$ cat src/rtl/apu_fpu_multiport_shim_pkg.sv
// Shared widths, flag layout and helpers for the APU-to-FPU shim.
package apu_fpu_shim_pkg;

  localparam int DATA_W      = 32;
  localparam int FLAGS_IN_W  = 15;
  localparam int FLAGS_OUT_W = 5;
  localparam int ID_W        = 9;

  typedef struct packed {
    logic [3:0] int_fmt;
    logic [3:0] src_fmt;
    logic [3:0] dst_fmt;
    logic [2:0] rnd_mode;
  } flags_t;

  function automatic int port_w(input int n);
    return (n > 1) ? $clog2(n) : 1;
  endfunction

endpackage

$ cat src/rtl/apu_fpu_multiport_shim_if.sv
// APU request/response ports and FPU issue/result ports of the shim.
interface apu_fpu_multiport_shim_if
  import apu_fpu_shim_pkg::*;
#(
  parameter int NB_PORTS        = 4,
  parameter int ID_WIDTH        = ID_W,
  parameter int NB_ARGS         = 3,
  parameter int OPCODE_WIDTH    = 6,
  parameter int DATA_WIDTH      = DATA_W,
  parameter int FLAGS_IN_WIDTH  = FLAGS_IN_W,
  parameter int FLAGS_OUT_WIDTH = FLAGS_OUT_W
);
  localparam int TAG_W = port_w(NB_PORTS) + ID_WIDTH;

  logic [NB_PORTS-1:0]                 apu_req_i;
  logic [NB_PORTS-1:0]                 apu_gnt_o;
  logic [NB_PORTS-1:0][ID_WIDTH-1:0]   apu_ID_i;
  logic [NB_PORTS-1:0][NB_ARGS-1:0]
        [DATA_WIDTH-1:0]               apu_operands_i;
  logic [NB_PORTS-1:0][OPCODE_WIDTH-1:0] apu_op_i;
  logic [NB_PORTS-1:0]
        [FLAGS_IN_WIDTH-1:0]           apu_flags_i;
  logic [NB_PORTS-1:0]                 apu_rready_i;
  logic [NB_PORTS-1:0]                 apu_rvalid_o;
  logic [NB_PORTS-1:0][DATA_WIDTH-1:0] apu_rdata_o;
  logic [NB_PORTS-1:0]
        [FLAGS_OUT_WIDTH-1:0]          apu_rflags_o;
  logic [NB_PORTS-1:0][ID_WIDTH-1:0]   apu_rID_o;

  logic                                fpu_in_valid_o;
  logic                                fpu_in_ready_i;
  logic [NB_ARGS-1:0][DATA_WIDTH-1:0]  fpu_operands_o;
  logic [OPCODE_WIDTH-1:0]             fpu_op_o;
  logic [FLAGS_IN_WIDTH-1:0]           fpu_flags_o;
  logic [TAG_W-1:0]                    fpu_tag_o;
  logic                                fpu_out_valid_i;
  logic                                fpu_out_ready_o;
  logic [DATA_WIDTH-1:0]               fpu_result_i;
  logic [FLAGS_OUT_WIDTH-1:0]          fpu_status_i;
  logic [TAG_W-1:0]                    fpu_tag_i;
  logic                                busy_o;

  modport slave (
    input  apu_req_i, apu_ID_i, apu_operands_i,
    input  apu_op_i, apu_flags_i, apu_rready_i,
    input  fpu_in_ready_i, fpu_out_valid_i,
    input  fpu_result_i, fpu_status_i, fpu_tag_i,
    output apu_gnt_o, apu_rvalid_o, apu_rdata_o,
    output apu_rflags_o, apu_rID_o,
    output fpu_in_valid_o, fpu_operands_o, fpu_op_o,
    output fpu_flags_o, fpu_tag_o, fpu_out_ready_o,
    output busy_o
  );

  modport master (
    output apu_req_i, apu_ID_i, apu_operands_i,
    output apu_op_i, apu_flags_i, apu_rready_i,
    output fpu_in_ready_i, fpu_out_valid_i,
    output fpu_result_i, fpu_status_i, fpu_tag_i,
    input  apu_gnt_o, apu_rvalid_o, apu_rdata_o,
    input  apu_rflags_o, apu_rID_o,
    input  fpu_in_valid_o, fpu_operands_o, fpu_op_o,
    input  fpu_flags_o, fpu_tag_o, fpu_out_ready_o,
    input  busy_o
  );

endinterface

$ cat src/rtl/apu_fpu_multiport_shim_resp_fifo.sv
// Registered in-order result FIFO; head is valid one cycle after push.
module apu_resp_fifo #(
  parameter int WIDTH = 8,
  parameter int DEPTH = 4
) (
  input  logic             clk,
  input  logic             rst_n,
  input  logic             push,
  input  logic             pop,
  input  logic [WIDTH-1:0] din,
  output logic             full,
  output logic             empty,
  output logic [WIDTH-1:0] head
);
  localparam int AW = $clog2(DEPTH);

  logic [AW:0]                 wr_ptr;
  logic [AW:0]                 rd_ptr;
  logic [DEPTH-1:0][WIDTH-1:0] mem;

  assign empty = (wr_ptr == rd_ptr);
  assign full  = (wr_ptr[AW] != rd_ptr[AW])
              && (wr_ptr[AW-1:0] == rd_ptr[AW-1:0]);
  assign head  = mem[rd_ptr[AW-1:0]];

  always_ff @(posedge clk or negedge rst_n) begin
    if (!rst_n) begin
      wr_ptr <= '0;
      rd_ptr <= '0;
      mem    <= '0;
    end else begin
      if (push) begin
        mem[wr_ptr[AW-1:0]] <= din;
        wr_ptr <= wr_ptr + 1'b1;
      end
      if (pop) rd_ptr <= rd_ptr + 1'b1;
    end
  end

endmodule

$ cat src/rtl/apu_fpu_multiport_shim.sv
// Shares one FPU among NB_PORTS APU ports: round-robin issue,
// credit-limited outstanding ops, in-order tagged responses.
module apu_fpu_multiport_shim
  import apu_fpu_shim_pkg::*;
#(
  parameter int NB_PORTS        = 4,
  parameter int ID_WIDTH        = ID_W,
  parameter int NB_ARGS         = 3,
  parameter int OPCODE_WIDTH    = 6,
  parameter int DATA_WIDTH      = DATA_W,
  parameter int FLAGS_IN_WIDTH  = FLAGS_IN_W,
  parameter int FLAGS_OUT_WIDTH = FLAGS_OUT_W,
  parameter int RESP_DEPTH      = 4
) (
  input logic clk,
  input logic rst_n,
  apu_fpu_multiport_shim_if.slave bus
);
  localparam int PORT_W = port_w(NB_PORTS);
  localparam int TAG_W  = PORT_W + ID_WIDTH;
  localparam int CNT_W  = $clog2(RESP_DEPTH) + 1;
  localparam int ENT_W  = TAG_W + DATA_WIDTH + FLAGS_OUT_WIDTH;

  logic [CNT_W-1:0]  cnt;
  logic [PORT_W-1:0] rr_ptr;
  logic [PORT_W-1:0] win;
  logic              credit_ok;
  logic              issue;
  logic              pop;
  logic              full;
  logic              empty;
  logic [ENT_W-1:0]  head;
  logic [TAG_W-1:0]  head_tag;
  logic [PORT_W-1:0] head_port;

  function automatic logic [PORT_W-1:0] rr_pick(
    input logic [NB_PORTS-1:0] req,
    input logic [PORT_W-1:0]   ptr
  );
    logic [PORT_W-1:0] sel;
    logic              hit;
    int                k;
    sel = '0;
    hit = 1'b0;
    for (int i = 0; i < NB_PORTS; i++) begin
      k = (int'(ptr) + i) % NB_PORTS;
      if (!hit && req[k]) begin
        hit = 1'b1;
        sel = PORT_W'(k);
      end
    end
    return sel;
  endfunction

  // Credits only return on the registered count, keeping rready off the gnt path.
  assign credit_ok = (cnt < CNT_W'(RESP_DEPTH));
  assign win       = rr_pick(bus.apu_req_i, rr_ptr);
  assign issue     = bus.fpu_in_valid_o & bus.fpu_in_ready_i;

  assign bus.fpu_in_valid_o  = rst_n & (|bus.apu_req_i) & credit_ok;
  assign bus.fpu_operands_o  = bus.apu_operands_i[win];
  assign bus.fpu_op_o        = bus.apu_op_i[win];
  assign bus.fpu_flags_o     = bus.apu_flags_i[win];
  assign bus.fpu_tag_o       = {win, bus.apu_ID_i[win]};
  assign bus.fpu_out_ready_o = 1'b1;
  assign bus.busy_o          = (cnt != '0);

  always_comb begin
    bus.apu_gnt_o = '0;
    if (issue) bus.apu_gnt_o[win] = 1'b1;
  end

  apu_resp_fifo #(
    .WIDTH (ENT_W),
    .DEPTH (RESP_DEPTH)
  ) u_fifo (
    .clk   (clk),
    .rst_n (rst_n),
    .push  (bus.fpu_out_valid_i),
    .pop   (pop),
    .din   ({bus.fpu_tag_i, bus.fpu_result_i,
             bus.fpu_status_i}),
    .full  (full),
    .empty (empty),
    .head  (head)
  );

  assign head_tag  = head[ENT_W-1 -: TAG_W];
  assign head_port = head_tag[TAG_W-1 -: PORT_W];
  assign pop       = !empty && bus.apu_rready_i[head_port];

  always_comb begin
    bus.apu_rvalid_o = '0;
    if (!empty) bus.apu_rvalid_o[head_port] = 1'b1;
  end

  always_comb begin
    for (int p = 0; p < NB_PORTS; p++) begin
      bus.apu_rdata_o[p]  = head[FLAGS_OUT_WIDTH +: DATA_WIDTH];
      bus.apu_rflags_o[p] = head[FLAGS_OUT_WIDTH-1:0];
      bus.apu_rID_o[p]    = head_tag[ID_WIDTH-1:0];
    end
  end

  always_ff @(posedge clk or negedge rst_n) begin
    if (!rst_n) begin
      cnt    <= '0;
      rr_ptr <= '0;
    end else begin
      unique case (1'b1)
        issue && !pop: cnt <= cnt + 1'b1;
        pop && !issue: cnt <= cnt - 1'b1;
        default: ;
      endcase
      if (issue)
        rr_ptr <= (win == PORT_W'(NB_PORTS - 1)) ? '0 : win + 1'b1;
    end
  end

  overflow_chk: assert property (
    @(posedge clk) disable iff (!rst_n)
    !(bus.fpu_out_valid_i && full && !pop)
  );

endmodule
$ cat src/flat_wrapper.sv
// flat-port wrapper written by rule: the top's interface ports become plain ports
module apu_fpu_multiport_shim_flat import apu_fpu_shim_pkg::*;
#(
  parameter int NB_PORTS        = 4,
  parameter int ID_WIDTH        = ID_W,
  parameter int NB_ARGS         = 3,
  parameter int OPCODE_WIDTH    = 6,
  parameter int DATA_WIDTH      = DATA_W,
  parameter int FLAGS_IN_WIDTH  = FLAGS_IN_W,
  parameter int FLAGS_OUT_WIDTH = FLAGS_OUT_W,
  parameter int RESP_DEPTH      = 4
)
  (clk, rst_n, bus_apu_req_i, bus_apu_ID_i, bus_apu_operands_i, bus_apu_op_i, bus_apu_flags_i, bus_apu_rready_i, bus_fpu_in_ready_i, bus_fpu_out_valid_i, bus_fpu_result_i, bus_fpu_status_i, bus_fpu_tag_i, bus_apu_gnt_o, bus_apu_rvalid_o, bus_apu_rdata_o, bus_apu_rflags_o, bus_apu_rID_o, bus_fpu_in_valid_o, bus_fpu_operands_o, bus_fpu_op_o, bus_fpu_flags_o, bus_fpu_tag_o, bus_fpu_out_ready_o, bus_busy_o);
  apu_fpu_multiport_shim_if #(.NB_PORTS(NB_PORTS), .ID_WIDTH(ID_WIDTH), .NB_ARGS(NB_ARGS), .OPCODE_WIDTH(OPCODE_WIDTH), .DATA_WIDTH(DATA_WIDTH), .FLAGS_IN_WIDTH(FLAGS_IN_WIDTH), .FLAGS_OUT_WIDTH(FLAGS_OUT_WIDTH)) bus_i ();
  input logic clk;
  input logic rst_n;
  input wire logic [$bits(bus_i.apu_req_i)-1:0] bus_apu_req_i;
  input wire logic [$bits(bus_i.apu_ID_i)-1:0] bus_apu_ID_i;
  input wire logic [$bits(bus_i.apu_operands_i)-1:0] bus_apu_operands_i;
  input wire logic [$bits(bus_i.apu_op_i)-1:0] bus_apu_op_i;
  input wire logic [$bits(bus_i.apu_flags_i)-1:0] bus_apu_flags_i;
  input wire logic [$bits(bus_i.apu_rready_i)-1:0] bus_apu_rready_i;
  input wire logic [$bits(bus_i.fpu_in_ready_i)-1:0] bus_fpu_in_ready_i;
  input wire logic [$bits(bus_i.fpu_out_valid_i)-1:0] bus_fpu_out_valid_i;
  input wire logic [$bits(bus_i.fpu_result_i)-1:0] bus_fpu_result_i;
  input wire logic [$bits(bus_i.fpu_status_i)-1:0] bus_fpu_status_i;
  input wire logic [$bits(bus_i.fpu_tag_i)-1:0] bus_fpu_tag_i;
  output wire logic [$bits(bus_i.apu_gnt_o)-1:0] bus_apu_gnt_o;
  output wire logic [$bits(bus_i.apu_rvalid_o)-1:0] bus_apu_rvalid_o;
  output wire logic [$bits(bus_i.apu_rdata_o)-1:0] bus_apu_rdata_o;
  output wire logic [$bits(bus_i.apu_rflags_o)-1:0] bus_apu_rflags_o;
  output wire logic [$bits(bus_i.apu_rID_o)-1:0] bus_apu_rID_o;
  output wire logic [$bits(bus_i.fpu_in_valid_o)-1:0] bus_fpu_in_valid_o;
  output wire logic [$bits(bus_i.fpu_operands_o)-1:0] bus_fpu_operands_o;
  output wire logic [$bits(bus_i.fpu_op_o)-1:0] bus_fpu_op_o;
  output wire logic [$bits(bus_i.fpu_flags_o)-1:0] bus_fpu_flags_o;
  output wire logic [$bits(bus_i.fpu_tag_o)-1:0] bus_fpu_tag_o;
  output wire logic [$bits(bus_i.fpu_out_ready_o)-1:0] bus_fpu_out_ready_o;
  output wire logic [$bits(bus_i.busy_o)-1:0] bus_busy_o;
  assign bus_i.apu_req_i = bus_apu_req_i;
  assign bus_i.apu_ID_i = bus_apu_ID_i;
  assign bus_i.apu_operands_i = bus_apu_operands_i;
  assign bus_i.apu_op_i = bus_apu_op_i;
  assign bus_i.apu_flags_i = bus_apu_flags_i;
  assign bus_i.apu_rready_i = bus_apu_rready_i;
  assign bus_i.fpu_in_ready_i = bus_fpu_in_ready_i;
  assign bus_i.fpu_out_valid_i = bus_fpu_out_valid_i;
  assign bus_i.fpu_result_i = bus_fpu_result_i;
  assign bus_i.fpu_status_i = bus_fpu_status_i;
  assign bus_i.fpu_tag_i = bus_fpu_tag_i;
  assign bus_apu_gnt_o = bus_i.apu_gnt_o;
  assign bus_apu_rvalid_o = bus_i.apu_rvalid_o;
  assign bus_apu_rdata_o = bus_i.apu_rdata_o;
  assign bus_apu_rflags_o = bus_i.apu_rflags_o;
  assign bus_apu_rID_o = bus_i.apu_rID_o;
  assign bus_fpu_in_valid_o = bus_i.fpu_in_valid_o;
  assign bus_fpu_operands_o = bus_i.fpu_operands_o;
  assign bus_fpu_op_o = bus_i.fpu_op_o;
  assign bus_fpu_flags_o = bus_i.fpu_flags_o;
  assign bus_fpu_tag_o = bus_i.fpu_tag_o;
  assign bus_fpu_out_ready_o = bus_i.fpu_out_ready_o;
  assign bus_busy_o = bus_i.busy_o;
  apu_fpu_multiport_shim #(.NB_PORTS(NB_PORTS), .ID_WIDTH(ID_WIDTH), .NB_ARGS(NB_ARGS), .OPCODE_WIDTH(OPCODE_WIDTH), .DATA_WIDTH(DATA_WIDTH), .FLAGS_IN_WIDTH(FLAGS_IN_WIDTH), .FLAGS_OUT_WIDTH(FLAGS_OUT_WIDTH), .RESP_DEPTH(RESP_DEPTH)) u_core (.clk(clk), .rst_n(rst_n), .bus(bus_i));
endmodule
$ cat config.mk
export PLATFORM = sky130hd
export DESIGN_NAME = apu_fpu_multiport_shim_flat
export DESIGN_NICKNAME = d
export VERILOG_FILES = /design/src/rtl/apu_fpu_multiport_shim_pkg.sv /design/src/rtl/apu_fpu_multiport_shim_if.sv /design/src/rtl/apu_fpu_multiport_shim_resp_fifo.sv /design/src/rtl/apu_fpu_multiport_shim.sv /design/src/flat_wrapper.sv
export SDC_FILE = /design/constraint.sdc
export NUM_CORES = 1
export LEC_CHECK = 0
export ABC_CLOCK_PERIOD_IN_PS = 3000
export CAP_MARGIN = 20
export CORE_AREA = 5 5 340 342
export CTS_BUF_LIST = sky130_fd_sc_hd__clkbuf_8 sky130_fd_sc_hd__clkbuf_16
export DETAILED_ROUTE_END_ITERATION = 10
export DIE_AREA = 0 0 345 347
export PLACE_DENSITY = 0.45
export SLEW_MARGIN = 5
export SYNTH_ARGS = -nofsm -noshare
export SYNTH_HDL_FRONTEND = slang
export SYNTH_SLANG_ARGS = --single-unit
$ cat constraint.sdc
create_clock -name clk -period 3 [get_ports clk]
set_input_delay 0.6 -clock clk [delete_from_list [all_inputs] [get_ports clk]]
set_output_delay 0.6 -clock clk [all_outputs]
set_load 0.05 [all_outputs]
==> metrics.txt <==
count of TritonRoute iterations in the first routing pass 5; placed wire-length estimate after detailed placement between 80,000 and 90,000 um; flops & latches, synth 203; count of pins on the block boundary a little under 900; area of combinational cells with multiple inputs 10,500 um2; Inserted Clock Buffers 26; cell at the root of the clock tree sky130_fd_sc_hd__clkbuf_16; Yosys warning count 0; cell count after placement about 3,400; power density normalized to cell area 1420 nW/um2; number of antenna violations at the first check in global routing 54; standby leakage power 12.0 nW; count of endpoints failing setup in the final report about 130; count of pins over their slew limit 0; register area ~5100 um2; data required time at the worst endpoint between 2000 and 2500 ps; antenna-violating nets left 0; DRT iter0 DRCs 558; fraction of layout instances using a drive strength above 1 between 50 and 60%; wire length of the first global-routing pass 127,000 um; number of cells produced by synthesis ~1,100; via count of the first global-routing pass 14,098; sequential fraction of the synthesis area about 36%; CTS tree yes; Avg Synthesized Cell Area between 10 and 15 um2; non-filler instance count after layout 3,543; Die X approximately 350 um; worst IR drop on VDD 1.51 mV; port buffer count 885; library cells used by synthesis 30; Mapped Nets about 1,700; latest clock arrival within the worst-skew pair 520 ps; Period Utilization, post-route 115%; Fillers 11,458; post-route design area 31,000 um2; number of maximum-capacitance constraint violations 0; unrepaired setup endpoints after global routing true; kind of launch point of the worst setup path flip-flop; Hold Slack 472 ps; buffer depth of the longest clock path 3; Min-Delay Path Class reg2reg; floorplan row count 123; vias per cell approximately 3.7; y dimension of the die 347 um; time the worst path needs with I/O delays and setup 3450 ps; violations in the final reports negative setup slack; Least-Margin Pin Slew around 980 ps; Initial Utilization between 10% and 20%; Final Wtd Congestion 0.954; final routed wirelength across all metal layers 98,500 um; detail-routed net length per standard cell 27.8 um; clock slew at reported path FFs 60 ps; maximum clock skew at final layout just under 8 ps; level count of the clock H-tree 1; area of the die 120,000 um2; Netlist Area Pre-Place approximately 14,000 um2; Slew Limit Headroom a little over a third; overall fraction of global-route tracks in use 15.2%; Via Count around 13,000; worst setup margin -447 ps; Highest Clock Rate 0.290 GHz; result of the run finished with violations; type of the worst setup path reg2out; Final #Nets 2,585; total negative slack -36,240 ps; Core Region 112,000 um2; growth of design area from synthesis to finish 120%; final number of hold-violating endpoints 0; maximum number of pins on one net before global-route repair between 150 and 200; highest fanout seen on the critical path 14; # clock sinks 203; total congestion overflow 0; arrival time of data at the critical path endpoint 2850 ps; cell area after placement 25,900 um2; number of DRC violations after detailed routing 0; endpoint class of the critical path primary output
==> what timing repair did <==
| item | CTS | global route |
|---|---|---|
| setup endpoints to repair | 259 | 151 |
| setup buffers | 56 | 28 |
| resized for setup | 310 | 299 |
| hold buffers | 1 | 0 |
| pin swaps | 3 | 1 |
| hold endpoints to repair | 6 | 0 |
| cloned | 13 | 7 |
==> metrics by stage <==
step	power [mW]	worst slack, ps	utilization, %
floorplan	27.0	48.4	-
global placement	36.8	-936	23.2
detailed placement	37.0	-923	23.2
CTS	42.6	-445	25.9
global route	45.7	-496	27.7
finish	44.0	-447	27.7
==> Yosys cell counts (all sizes together) <==
cell type	n	area share (%)
a211oi	1	0.053
a21oi	3	0.11
a31o	1	0.062
and3	4	0.18
buf	197	9.8
clkbuf	17	0.45
conb	1	0.027
dfrtp	203	36
fa	1	0.14
ha	10	0.89
inv	9	0.24
mux2	194	16
mux2i	381	27
mux4	48	7.7
nand2	10	0.27
nand2b	2	0.089
nand3	1	0.035
nor2	7	0.19
nor3b	1	0.053
o21ai	3	0.11
o22ai	1	0.089
o311a	1	0.071
o31ai	1	0.053
or2	1	0.044
xnor2	7	0.43
xor2	6	0.37
==> flip-flops by register name, summed over array words and instances, names as in the netlist <==
name / count
u_core.cnt: 3
u_core.u_fifo.wr_ptr: 3
u_core.rr_ptr: 2
u_core.u_fifo.rd_ptr: 3
u_core.u_fifo.mem: 192
==> path summary, 6_finish.rpt <==
kind                                          from                endpoint  slack [ps]  cells after the start
hold reg to reg                      u_core.cnt[0]           u_core.cnt[0]         470                      1
min in group asynchronous                    rst_n  u_core.u_fifo.mem[149]         480                      2
max in group asynchronous                    rst_n   u_core.u_fifo.mem[65]        1350                      3
setup reg to reg           u_core.u_fifo.rd_ptr[0]           u_core.cnt[2]         210                     10
setup / recovery                  u_core.rr_ptr[1]        bus_fpu_tag_o[8]        -450                      8
hold / removal                       u_core.cnt[0]           u_core.cnt[0]         470                      1
==> report_power, final <==
part,internal [mW],total [mW],switching [mW]
Combinational,14.8,35.9,21.1
Sequential,4.17,4.93,0.756
Clock,2.03,3.20,1.17
Total,21.0,44.0,23.0
==> placed cells by master (no fill, tap or decap), types with 9 or more instances in the layout <==
cell type and count:
sky130_fd_sc_hd__mux2i_2 101, sky130_fd_sc_hd__clkdlybuf4s50_1 560, sky130_fd_sc_hd__ha_1 9, sky130_fd_sc_hd__dlygate4sd2_1 35
sky130_fd_sc_hd__mux2_2 193, sky130_fd_sc_hd__diode_2 13, sky130_fd_sc_hd__buf_6 37, sky130_fd_sc_hd__dfrtp_1 199
sky130_fd_sc_hd__inv_1 16, sky130_fd_sc_hd__mux2i_4 195, sky130_fd_sc_hd__mux4_2 48, sky130_fd_sc_hd__mux2i_1 85
sky130_fd_sc_hd__buf_4 216, sky130_fd_sc_hd__buf_8 32, sky130_fd_sc_hd__clkbuf_16 34, sky130_fd_sc_hd__buf_12 179
sky130_fd_sc_hd__buf_16 14
==> layer usage <==
layer	GRT usage [%]	share of wire, %	vias to the layer above
li1	-	-	5762
met1	19.3	41	6651
met2	27.2	51	646
met3	3.08	6.2	111
met4	2.55	2.3	6
met5	0	0.040	-
==> cell type report <==
| class | instances | share of cell area [%] |
|---|---|---|
| Tap cell | 1500 | 6.05 |
| Timing Repair Buffer | 1085 | 40.7 |
| Sequential cell | 203 | 16.4 |
| Antenna cell | 13 | 0.105 |
| Clock inverter | 15 | 0.476 |
| Inverter | 9 | 0.109 |
| Multi-Input combinational cell | 685 | 33.7 |
| Clock buffer | 33 | 2.44 |
==> critical path: stages, from the launching register on <==
cell,delay (ps)
sky130_fd_sc_hd__dfrtp_2,450
sky130_fd_sc_hd__buf_6,140
sky130_fd_sc_hd__mux2i_2,150
sky130_fd_sc_hd__a211oi_4,310
sky130_fd_sc_hd__buf_12,190
sky130_fd_sc_hd__buf_16,210
sky130_fd_sc_hd__mux2i_4,500
sky130_fd_sc_hd__buf_6,190
sky130_fd_sc_hd__buf_12,130
==> cell families after synthesis <==
logic type                 share of synthesized area [%]
other                                             0.0266
buffers and inverters                               10.5
AOI/OAI and AO/OA                                  0.541
DFF                                                 36.0
muxes                                               50.2
adders and majority gates                           1.03
xor gates and xnor gates                           0.807
and+or+nand+nor                                    0.852
Power figures use the tool's default switching activity.
